## config.mk

```make
export PLATFORM = sky130hd
export DESIGN_NAME = mitchell_lod_sched_flat
export DESIGN_NICKNAME = d
export VERILOG_FILES = /design/src/rtl/mitchell_lod_sched_if.sv /design/src/rtl/mitchell_lod_sched.sv /design/src/flat_wrapper.sv
export SDC_FILE = /design/constraint.sdc
export NUM_CORES = 1
export LEC_CHECK = 0
export CAP_MARGIN = 20
export CORE_UTILIZATION = 49
export CTS_BUF_LIST = sky130_fd_sc_hd__clkbuf_8
export CTS_CLUSTER_DIAMETER = 120
export DETAILED_ROUTE_END_ITERATION = 8
export GPL_TIMING_DRIVEN = 0
export PLACE_DENSITY = 0.8
export SLEW_MARGIN = 20
export SYNTH_ARGS = -nofsm -noshare
export SYNTH_HDL_FRONTEND = slang
export SYNTH_SLANG_ARGS = --single-unit
export TNS_END_PERCENT = 1
```

## constraint.sdc

```tcl
create_clock -name clk_i -period 4.2 [get_ports clk_i]
set_input_delay 0.42 -clock clk_i [delete_from_list [all_inputs] [get_ports clk_i]]
set_output_delay 0.42 -clock clk_i [all_outputs]
set_load 0.005 [all_outputs]
```

## src/rtl/mitchell_lod_sched_if.sv

```systemverilog
// Bundle of the operand, shared-LOD and result handshakes of mitchell_lod_sched.
// The slave modport is the sequencer's view; master is the surrounding system.
interface mitchell_lod_sched_if #(
    parameter int WIDTH = 8,
    parameter int KW    = 3
);
    logic             valid_i;
    logic             ready_o;
    logic [WIDTH-1:0] a_i;
    logic [WIDTH-1:0] b_i;
    logic [WIDTH-1:0] lod_a_o;
    logic [WIDTH-1:0] lod_o_i;
    logic             lod_zero_i;
    logic             valid_o;
    logic             ready_i;
    logic [KW-1:0]    ka_o;
    logic [KW-1:0]    kb_o;
    logic [WIDTH-2:0] fa_o;
    logic [WIDTH-2:0] fb_o;
    logic             zero_o;

    modport slave (
        input  valid_i, a_i, b_i, lod_o_i, lod_zero_i, ready_i,
        output ready_o, lod_a_o, valid_o, ka_o, kb_o, fa_o, fb_o, zero_o
    );

    modport master (
        output valid_i, a_i, b_i, lod_o_i, lod_zero_i, ready_i,
        input  ready_o, lod_a_o, valid_o, ka_o, kb_o, fa_o, fb_o, zero_o
    );
endinterface

```

## src/rtl/mitchell_lod_sched.sv

```systemverilog
// Time-shares one external 8-bit leading-one detector between both operands of a
// Mitchell log multiplier and presents characteristic/fraction pairs downstream.
module mitchell_lod_sched #(
    parameter int WIDTH = 8,
    parameter int KW    = 3
) (
    input  logic                  clk_i,
    input  logic                  rst_i,
    mitchell_lod_sched_if.slave   sif
);
    typedef enum logic [1:0] {
        IDLE  = 2'd0,
        DET_A = 2'd1,
        DET_B = 2'd2,
        OUT   = 2'd3
    } state_t;

    localparam logic [KW-1:0] K_MAX = KW'(WIDTH - 1);

    // Malformed one-hot inputs resolve to their highest set bit.
    function automatic logic [KW-1:0] lod_encode(input logic [WIDTH-1:0] onehot);
        logic [KW-1:0] k;
        k = {KW{1'b0}};
        for (int i = 0; i < WIDTH; i++) begin
            k = onehot[i] ? KW'(i) : k;
        end
        return k;
    endfunction

    // Leading one is shifted out of the kept bits, so it stays implicit.
    function automatic logic [WIDTH-2:0] norm_frac(input logic [WIDTH-1:0] op,
                                                   input logic [KW-1:0]    k);
        logic [WIDTH-1:0] sh;
        sh = op << (K_MAX - k);
        return sh[WIDTH-2:0];
    endfunction

    state_t           state_q, state_d;
    logic [WIDTH-1:0] opa_q, opa_d, opb_q, opb_d;
    logic [KW-1:0]    ka_q, ka_d, kb_q, kb_d;
    logic [WIDTH-2:0] fa_q, fa_d, fb_q, fb_d;
    logic             za_q, za_d, zb_q, zb_d;
    logic [KW-1:0]    lod_k;
    logic             out_zero;
    logic             out_data_en;

    assign lod_k = lod_encode(sif.lod_o_i);

    // State and datapath registers with synchronous reset.
    always_ff @(posedge clk_i) begin
        if (rst_i) begin
            state_q <= IDLE;
            opa_q   <= {WIDTH{1'b0}};
            opb_q   <= {WIDTH{1'b0}};
            ka_q    <= {KW{1'b0}};
            kb_q    <= {KW{1'b0}};
            fa_q    <= {(WIDTH-1){1'b0}};
            fb_q    <= {(WIDTH-1){1'b0}};
            za_q    <= 1'b0;
            zb_q    <= 1'b0;
        end else begin
            state_q <= state_d;
            opa_q   <= opa_d;
            opb_q   <= opb_d;
            ka_q    <= ka_d;
            kb_q    <= kb_d;
            fa_q    <= fa_d;
            fb_q    <= fb_d;
            za_q    <= za_d;
            zb_q    <= zb_d;
        end
    end

    // Next-state and datapath update.
    always_comb begin
        state_d = state_q;
        opa_d   = opa_q;
        opb_d   = opb_q;
        ka_d    = ka_q;
        kb_d    = kb_q;
        fa_d    = fa_q;
        fb_d    = fb_q;
        za_d    = za_q;
        zb_d    = zb_q;
        case (state_q)
            IDLE: begin
                if (sif.valid_i) begin
                    // Clearing here makes an early-out leave kb/fb/zb at zero.
                    opa_d   = sif.a_i;
                    opb_d   = sif.b_i;
                    ka_d    = {KW{1'b0}};
                    kb_d    = {KW{1'b0}};
                    fa_d    = {(WIDTH-1){1'b0}};
                    fb_d    = {(WIDTH-1){1'b0}};
                    za_d    = 1'b0;
                    zb_d    = 1'b0;
                    state_d = DET_A;
                end else begin
                    state_d = IDLE;
                end
            end
            DET_A: begin
                if (sif.lod_zero_i) begin
                    ka_d    = {KW{1'b0}};
                    fa_d    = {(WIDTH-1){1'b0}};
                    za_d    = 1'b1;
                    state_d = OUT;
                end else begin
                    ka_d    = lod_k;
                    fa_d    = norm_frac(opa_q, lod_k);
                    za_d    = 1'b0;
                    state_d = DET_B;
                end
            end
            DET_B: begin
                if (sif.lod_zero_i) begin
                    kb_d = {KW{1'b0}};
                    fb_d = {(WIDTH-1){1'b0}};
                    zb_d = 1'b1;
                end else begin
                    kb_d = lod_k;
                    fb_d = norm_frac(opb_q, lod_k);
                    zb_d = 1'b0;
                end
                state_d = OUT;
            end
            OUT: begin
                if (sif.ready_i) begin
                    state_d = IDLE;
                end else begin
                    state_d = OUT;
                end
            end
            default: begin
                state_d = IDLE;
            end
        endcase
    end

    // Shared LOD input: only the operand under detection, zero otherwise.
    always_comb begin
        sif.lod_a_o = {WIDTH{1'b0}};
        case (state_q)
            DET_A:   sif.lod_a_o = opa_q;
            DET_B:   sif.lod_a_o = opb_q;
            default: sif.lod_a_o = {WIDTH{1'b0}};
        endcase
    end

    // Result fields read zero outside OUT and whenever the product is zero.
    assign out_zero     = (state_q == OUT) && (za_q || zb_q);
    assign out_data_en  = (state_q == OUT) && !(za_q || zb_q);
    assign sif.ready_o  = (state_q == IDLE);
    assign sif.valid_o  = (state_q == OUT);
    assign sif.zero_o   = out_zero;
    assign sif.ka_o     = out_data_en ? ka_q : {KW{1'b0}};
    assign sif.kb_o     = out_data_en ? kb_q : {KW{1'b0}};
    assign sif.fa_o     = out_data_en ? fa_q : {(WIDTH-1){1'b0}};
    assign sif.fb_o     = out_data_en ? fb_q : {(WIDTH-1){1'b0}};
endmodule

```

## src/flat_wrapper.sv

```systemverilog
// flat-port wrapper written by rule: the top's interface ports become plain ports
module mitchell_lod_sched_flat 
#(
    parameter int WIDTH = 8,
    parameter int KW    = 3
)
  (clk_i, rst_i, sif_valid_i, sif_a_i, sif_b_i, sif_lod_o_i, sif_lod_zero_i, sif_ready_i, sif_ready_o, sif_lod_a_o, sif_valid_o, sif_ka_o, sif_kb_o, sif_fa_o, sif_fb_o, sif_zero_o);
  mitchell_lod_sched_if #(.WIDTH(WIDTH), .KW(KW)) sif_i ();
  input  logic clk_i;
  input  logic rst_i;
  input wire logic [$bits(sif_i.valid_i)-1:0] sif_valid_i;
  input wire logic [$bits(sif_i.a_i)-1:0] sif_a_i;
  input wire logic [$bits(sif_i.b_i)-1:0] sif_b_i;
  input wire logic [$bits(sif_i.lod_o_i)-1:0] sif_lod_o_i;
  input wire logic [$bits(sif_i.lod_zero_i)-1:0] sif_lod_zero_i;
  input wire logic [$bits(sif_i.ready_i)-1:0] sif_ready_i;
  output wire logic [$bits(sif_i.ready_o)-1:0] sif_ready_o;
  output wire logic [$bits(sif_i.lod_a_o)-1:0] sif_lod_a_o;
  output wire logic [$bits(sif_i.valid_o)-1:0] sif_valid_o;
  output wire logic [$bits(sif_i.ka_o)-1:0] sif_ka_o;
  output wire logic [$bits(sif_i.kb_o)-1:0] sif_kb_o;
  output wire logic [$bits(sif_i.fa_o)-1:0] sif_fa_o;
  output wire logic [$bits(sif_i.fb_o)-1:0] sif_fb_o;
  output wire logic [$bits(sif_i.zero_o)-1:0] sif_zero_o;
  assign sif_i.valid_i = sif_valid_i;
  assign sif_i.a_i = sif_a_i;
  assign sif_i.b_i = sif_b_i;
  assign sif_i.lod_o_i = sif_lod_o_i;
  assign sif_i.lod_zero_i = sif_lod_zero_i;
  assign sif_i.ready_i = sif_ready_i;
  assign sif_ready_o = sif_i.ready_o;
  assign sif_lod_a_o = sif_i.lod_a_o;
  assign sif_valid_o = sif_i.valid_o;
  assign sif_ka_o = sif_i.ka_o;
  assign sif_kb_o = sif_i.kb_o;
  assign sif_fa_o = sif_i.fa_o;
  assign sif_fb_o = sif_i.fb_o;
  assign sif_zero_o = sif_i.zero_o;
  mitchell_lod_sched #(.WIDTH(WIDTH), .KW(KW)) u_core (.clk_i(clk_i), .rst_i(rst_i), .sif(sif_i));
endmodule
```

==> metrics.txt, run 1 <==
outcome complete, no violations; Crit-path slowest cell clkdlybuf4s50_1; reg2reg end u_core.fa_q[5]; Syn. warnings 0; P per Cell Area 309.3 nW/um^2; wire length per cell 15.89 um; Post-CTS Setup Bufs 0; CP peak stage delay 0.50 ns; CTS tree built; CTS Buffer Depth 2; Post-DRT Antenna Nets 0; Area Overhead vs Synth 31.61%; layout cells sized above 1 4.607%; Clock Latency Late Sink 0.29 ns; area taken by multi-input logic gates 1434 um^2; HP Start u_core.fb_q[3]; Worst Hold Class register to register; drt initial violations 259; # setup viols final 0; final worst slack 1.421 ns; Die Wd 71.67 um; Fill cells 394; CP arrival 2.36 ns; initial antenna violation count 0; Post-CTS Hold Buffers 0; Net Switching 274.3 uW; DR pass1 iterations 5; row count 24; register area share after synthesis 33.67%; root buf cell clkbuf_8; Comb pwr share 21.0%; switching share of total power 28.33%; Leakage 1.093 nW; grt ovf 0; final setup TNS 0 ns; PortBufs 56; Clock Pin Slew Worst Setup and Hold Paths 0.08 ns; RSZ-0062 raised after global routing no; overall routing resource usage 27.12%; Place WS 1.513 ns; hold path cells 1; placer's final routability congestion estimate 0.9107; Finished Layout Cells 421; Tmin final 2.779 ns; Synth cell types 42; R2R depth 8; worst hold endpoint u_core.fb_q[3]; CP Launch Type register; Ports 60; Flop pwr share 43.2%; Crit Path Category register to output port; final hold violation count 0; Final Slew Violations 0; via/cell ratio 5.950; # diodes 0; period utilization 66.17%; Max Cap Viol 0; Post-CTS Resized 0; CP endpoint kind output port; placed cell count 413; mapped cell area 2379 um^2; drt total wl 6688 um; Reg2Reg Setup Slack 1.87 ns; Clock Power Share 35.8%; first-pass GRT wire length 10930 um; most common cell after layout, fill and taps aside clkdlybuf4s50_1; number of global-route vias before repair 2282; core area 4504 um^2; die area 5137 um^2; commonest non-fill, non-tap cells in the layout clkdlybuf4s50_1 (56), nand2_1 (55), dfxtp_1 (40); dpl hpwl 4922 um; Req. time, crit path 3.78 ns; Max Fanout on Critical Path 10; CTS Buf Count 5; largest net degree at the start of global routing 13; P_int 694.0 uW; worst vdd ir 215.0 uV; syn_nets 338; Net count, final 401; Power Total 968.2 uW; Post-Syn Instances 305; via count 2505; worst slew pin tran 0.5116 ns; Starting Density 52.81%; #FFs+latches synth 40; syn_area_per_cell 7.798 um^2; H-tree levels 2; Cell Chain, Critical Path ha_1 -> nor3b_1 -> clkbuf_1 -> and2_1 -> clkdlybuf4s50_1; Reg area 800.8 um^2; DRC Markers 0; slew margin rel. 65.61%; CTS Sinks 40; FF-to-FF Start u_core.state_q[1]; Clock Skew 0.007485 ns; Die Ht 71.67 um; max frequency 359.8 MHz; fin util 69.50%
-- metrics by stage --
step	hold slack (ns)	area, um^2
floorplan	0.4339	2379
global placement	0.4498	3004
detailed placement	0.4566	3004
CTS	0.4722	3131
global route	0.4892	3131
finish	0.4709	3131
-- registers in the layout, indices dropped and copies added, names as in the netlist --
signal / count
u_core.opb_q: 8
u_core.fb_q: 7
u_core.ka_q: 3
u_core.fa_q: 7
u_core.zb_q: 1
u_core.za_q: 1
u_core.kb_q: 3
u_core.opa_q: 8
u_core.state_q: 2
-- worst max-delay path: cells and delay by family, from the launching register on --
| family | cells | cell delay (ns) |
|---|---|---|
| AND/OR/NAND/NOR | 2 | 0.54 |
| adder cells (fa/ha/maj) | 1 | 0.24 |
| flip-flops | 1 | 0.41 |
| buffers and inverters | 2 | 0.88 |
-- worst max-delay path by stage --
stage                                 start              to  slack [ns]  cells after the start
after detailed placement     sif_lod_o_i[6]  u_core.fa_q[5]        1.51                      8
after global routing      u_core.state_q[1]     sif_fb_o[5]        1.21                      5
after floorplan              sif_lod_o_i[5]  u_core.fa_q[3]        2.25                      6
after CTS                 u_core.state_q[1]     sif_fb_o[5]        1.40                      5
after global placement       sif_lod_o_i[6]  u_core.fa_q[5]        1.53                      8
final                     u_core.state_q[1]     sif_fb_o[6]        1.42                      5
-- per-layer routing --
metal	routed length (um)	GRT usage, %
met5	0	0
met4	106	10.24
met3	500	4.501
met2	3206	43.71
met1	2875	36.53
-- power groups by stage --
stage | Clock, mW | Combinational (mW) | Sequential, mW
after CTS | 0.349 | 0.201 | 0.417
after detailed placement | 0 | 0.199 | 0.425
after floorplan | 0 | 0.130 | 0.417
final | 0.347 | 0.203 | 0.418
after global placement | 0 | 0.197 | 0.425
after global routing | 0.365 | 0.223 | 0.420
-- cell type report --
class	instances	area share, %
buffer	27	3.757
clock buffer	7	3.078
clock inverter	1	0.9592
inverter	7	0.8393
multi-input combinational	231	45.80
sequential	40	25.58
tap	52	2.078
timing repair buffer	56	17.91
-- cells in the mapped netlist --
| library cell | count | area [um^2] |
|---|---|---|
| nand2b_1 | 1 | 6.260 |
| a2bb2oi_1 | 2 | 17.52 |
| dfxtp_1 | 40 | 800.8 |
| a22oi_1 | 18 | 135.1 |
| ha_1 | 4 | 50.05 |
| o211a_1 | 2 | 20.02 |
| o211ai_1 | 8 | 60.06 |
| o22ai_1 | 2 | 12.51 |
| a211o_1 | 1 | 8.760 |
| mux2_2 | 3 | 33.78 |
| nand2_1 | 55 | 206.5 |
| or2_1 | 2 | 12.51 |
| a21oi_1 | 20 | 100.1 |
| and2_1 | 26 | 162.7 |
| nor4b_1 | 2 | 17.52 |
| a31oi_1 | 2 | 12.51 |
| clkbuf_1 | 21 | 78.83 |
| or4_1 | 1 | 7.510 |
| o2bb2ai_1 | 2 | 17.52 |
| o21a_1 | 1 | 7.510 |
| o311a_1 | 1 | 10.01 |
| mux2_1 | 3 | 33.78 |
| a32oi_1 | 2 | 17.52 |
| nor2b_1 | 12 | 75.07 |
| a211oi_1 | 6 | 45.04 |
| nor2_1 | 20 | 75.07 |
| o21ai_0 | 6 | 30.03 |
| nor3_1 | 5 | 25.02 |
| o2111a_1 | 2 | 22.52 |
| mux4_2 | 2 | 45.04 |
| nor3b_1 | 5 | 37.54 |
| a221oi_1 | 4 | 35.03 |
| a21o_1 | 1 | 7.510 |
| a22o_1 | 4 | 35.03 |
| buf_1 | 3 | 11.26 |
| mux2i_1 | 2 | 20.02 |
| o31a_1 | 1 | 8.760 |
| buf_2 | 1 | 5.000 |
| nand3_1 | 2 | 10.01 |
| buf_6 | 2 | 22.52 |
| nor4_2 | 1 | 12.51 |
| inv_1 | 7 | 26.28 |
-- logic make-up (layout without fill, tap and decap cells) --
| family | after synthesis | after routing | share of synthesized area [%] |
|---|---|---|---|
| multiplexers | 10 | 10 | 5.576 |
| AND/OR/NAND/NOR | 132 | 132 | 27.25 |
| adder cells (fa/ha/maj) | 4 | 4 | 2.104 |
| buffers and inverters | 34 | 98 | 6.050 |
| AO/OA/AOI/OAI | 85 | 85 | 25.36 |
| flip-flops | 40 | 40 | 33.67 |
No activity file was read; power rests on OpenSTA's default activity.
==> run 2, diff against run 1 <==
- clock period: 4.2 -> 2.9 ns (I/O delays scaled with it)
==> results of run 2 <==
The final DEF is identical to that of run 1. Status: complete, no violations.
Among the figures that moved: setup slack after placement 1.513 ns -> 0.3430 ns; setup slack after layout 1.421 ns -> 0.2510 ns; register-to-register setup slack 1.87 ns -> 0.57 ns; total power 0.9682 mW -> 1.402 mW; worst IR drop on VDD 215.0 uV -> 311.3 uV
==> run 3, diff against run 2 <==
- DONT_BUFFER_PORTS: unset -> 1
- PLACE_DENSITY: 0.8 -> 0.64
==> metrics.txt, run 3 (synthesized netlist as in run 1, its figures left out) <==
final hold violation count 0 (unchanged); # setup viols final 0 (unchanged); fin util 56.14% (-13 points); die area 5137 um^2 (unchanged); CTS Buf Count 5 (unchanged); drt total wl 6223 um (-7.0%); number of global-route vias before repair 2063 (-9.6%); initial antenna violation count 0 (unchanged); Final Cell Area 2529 um^2 (-19%); via count 2192 (-12%); Max Cap Viol 0 (unchanged); Crit-path slowest cell clkbuf_1; CTS Buffer Depth 2 (unchanged); Tmin final 2.386 ns; Starting Density 52.81% (unchanged); Flop pwr share 49.8% (+6.6 points); switching share of total power 31.62%; CP arrival 2.59 ns (+0.23 ns); Final Slew Violations 0 (unchanged); worst vdd ir 328.0 uV; Ports 60 (unchanged); Post-CTS Setup Bufs 0 (unchanged); R2R depth 8 (unchanged); Post-DRT Antenna Nets 0 (unchanged); layout cells sized above 1 4.792% (+0.19 points); CP peak stage delay 0.44 ns (-0.06 ns); Net Switching 383.2 uW; dpl hpwl 4673 um (-5.1%); CTS Sinks 40 (unchanged); outcome complete, no violations; CP endpoint kind register; # diodes 0 (unchanged); row count 24 (unchanged); first-pass GRT wire length 10010 um (-8.5%); Die Ht 71.67 um (unchanged); overall routing resource usage 25.33% (-1.8 points); H-tree levels 2 (unchanged); commonest non-fill, non-tap cells in the layout nand2_1 (55), dfxtp_1 (40), and2_1 (26); final setup TNS 0 ns (unchanged); Crit Path Category register to register; P per Cell Area 479.4 nW/um^2; drt initial violations 249 (-3.9%); via/cell ratio 6.005 (+0.93%); PortBufs 0 (-100%); Net count, final 345 (-14%); DRC Markers 0 (unchanged); FF-to-FF Start u_core.state_q[1]; Regs by FF count u_core.opa_q (8), u_core.opb_q (8); crit path from u_core.state_q[1]; cell repeated most along the worst path clkbuf_1; reg2reg end u_core.fa_q[5]; Power Total 1.212 mW; DR pass1 iterations 4 (-1); Critical Path End u_core.fa_q[5]; slew margin rel. 63.12% (-2.5 points); Post-CTS Hold Buffers 0 (unchanged); core area 4504 um^2 (unchanged); Clock Latency Late Sink 0.30 ns (about the same); Clock Pin Slew Worst Setup and Hold Paths 0.08 ns (about the same); P_int 828.9 uW; Cell Chain, Critical Path inv_1 -> ha_1 -> clkbuf_1 -> mux2i_1 -> clkbuf_1 -> nand2_1 -> o211a_1 -> a221oi_1; root buf cell clkbuf_8; Leakage 0.8754 nW (-20%); period utilization 82.26%; most common cell after layout, fill and taps aside nand2_1; Reg2Reg Setup Slack 0.51 ns; wire length per cell 17.05 um (+7.3%); Die Wd 71.67 um (unchanged); CP Launch Type register; Req. time, crit path 3.10 ns; Placed Area 2444 um^2 (-19%); final hold slack 0.1207 ns (-0.3502 ns); RSZ-0062 raised after global routing no; Max Fanout on Critical Path 10 (unchanged); worst slew pin tran 0.5486 ns (+0.03702 ns); largest net degree at the start of global routing 13 (unchanged); Comb pwr share 20.1% (-0.9 points); Worst Hold Class input pin to register; Area Overhead vs Synth 6.313%; grt ovf 0 (unchanged); Clock Power Share 30.1% (-5.7 points); Post-CTS Resized 0 (unchanged); max frequency 419.2 MHz; CTS tree built; Clock Skew 0.004328 ns (-0.003157 ns); placer's final routability congestion estimate 0.8695 (-4.5%)
==> run 3: power by group through the flow <==
stage | registers [mW] | clock network, mW | logic (mW)
after floorplan | 0.604 | 0 | 0.188
after global placement | 0.615 | 0 | 0.240
after detailed placement | 0.616 | 0 | 0.241
after CTS | 0.603 | 0.370 | 0.243
after global routing | 0.607 | 0.394 | 0.270
final | 0.604 | 0.365 | 0.243
==> run 3: routing by layer <==
layer	track usage, %	up-vias	wire, um
met1	32.48	1008	2823
met3	8.158	15	475
met5	0	-	0
met4	8.715	0	110
li1	-	1093	-
met2	40.25	76	2813
==> run 3: critical path, delay by kind of cell, from the launching register on <==
family	cells	cell delay, ns
buffers and inverters	3	0.85
AOI/OAI and AO/OA	2	0.41
DFF	1	0.35
muxes	1	0.32
adders and majority gates	1	0.22
and+or+nand+nor	1	0.15
==> run 3: worst min path at each step <==
stage | start | endpoint | slack [ns] | cells after the start
2_1_floorplan | sif_a_i[7] | u_core.opa_q[7] | 0.43 | 2
3_3_place_gp | sif_a_i[1] | u_core.opa_q[1] | 0.43 | 2
3_5_place_dp | sif_b_i[5] | u_core.opb_q[5] | 0.43 | 2
4_1_cts | sif_b_i[5] | u_core.opb_q[5] | 0.12 | 2
5_1_grt | sif_b_i[5] | u_core.opb_q[5] | 0.11 | 2
6_report | sif_b_i[5] | u_core.opb_q[5] | 0.12 | 2
==> run 3: through the flow <==
stage | worst slack, ns | std cells
after CTS | 0.5038 | 365
after global routing | 0.3229 | 365
after detailed placement | 0.5592 | 357
after floorplan | 1.071 | 305
final | 0.5145 | 365
after global placement | 0.6148 | 357
==> run 3: final cells by class <==
type                    count  area, um^2
clock inverters             3       16.27
fillers                   450        1976
flip-flops and latches     40       800.8
multi-input cells         231        1434
clock buffers               5       68.82
well taps                  52       65.06
inverters                   7       26.28
plain buffers              27       117.6
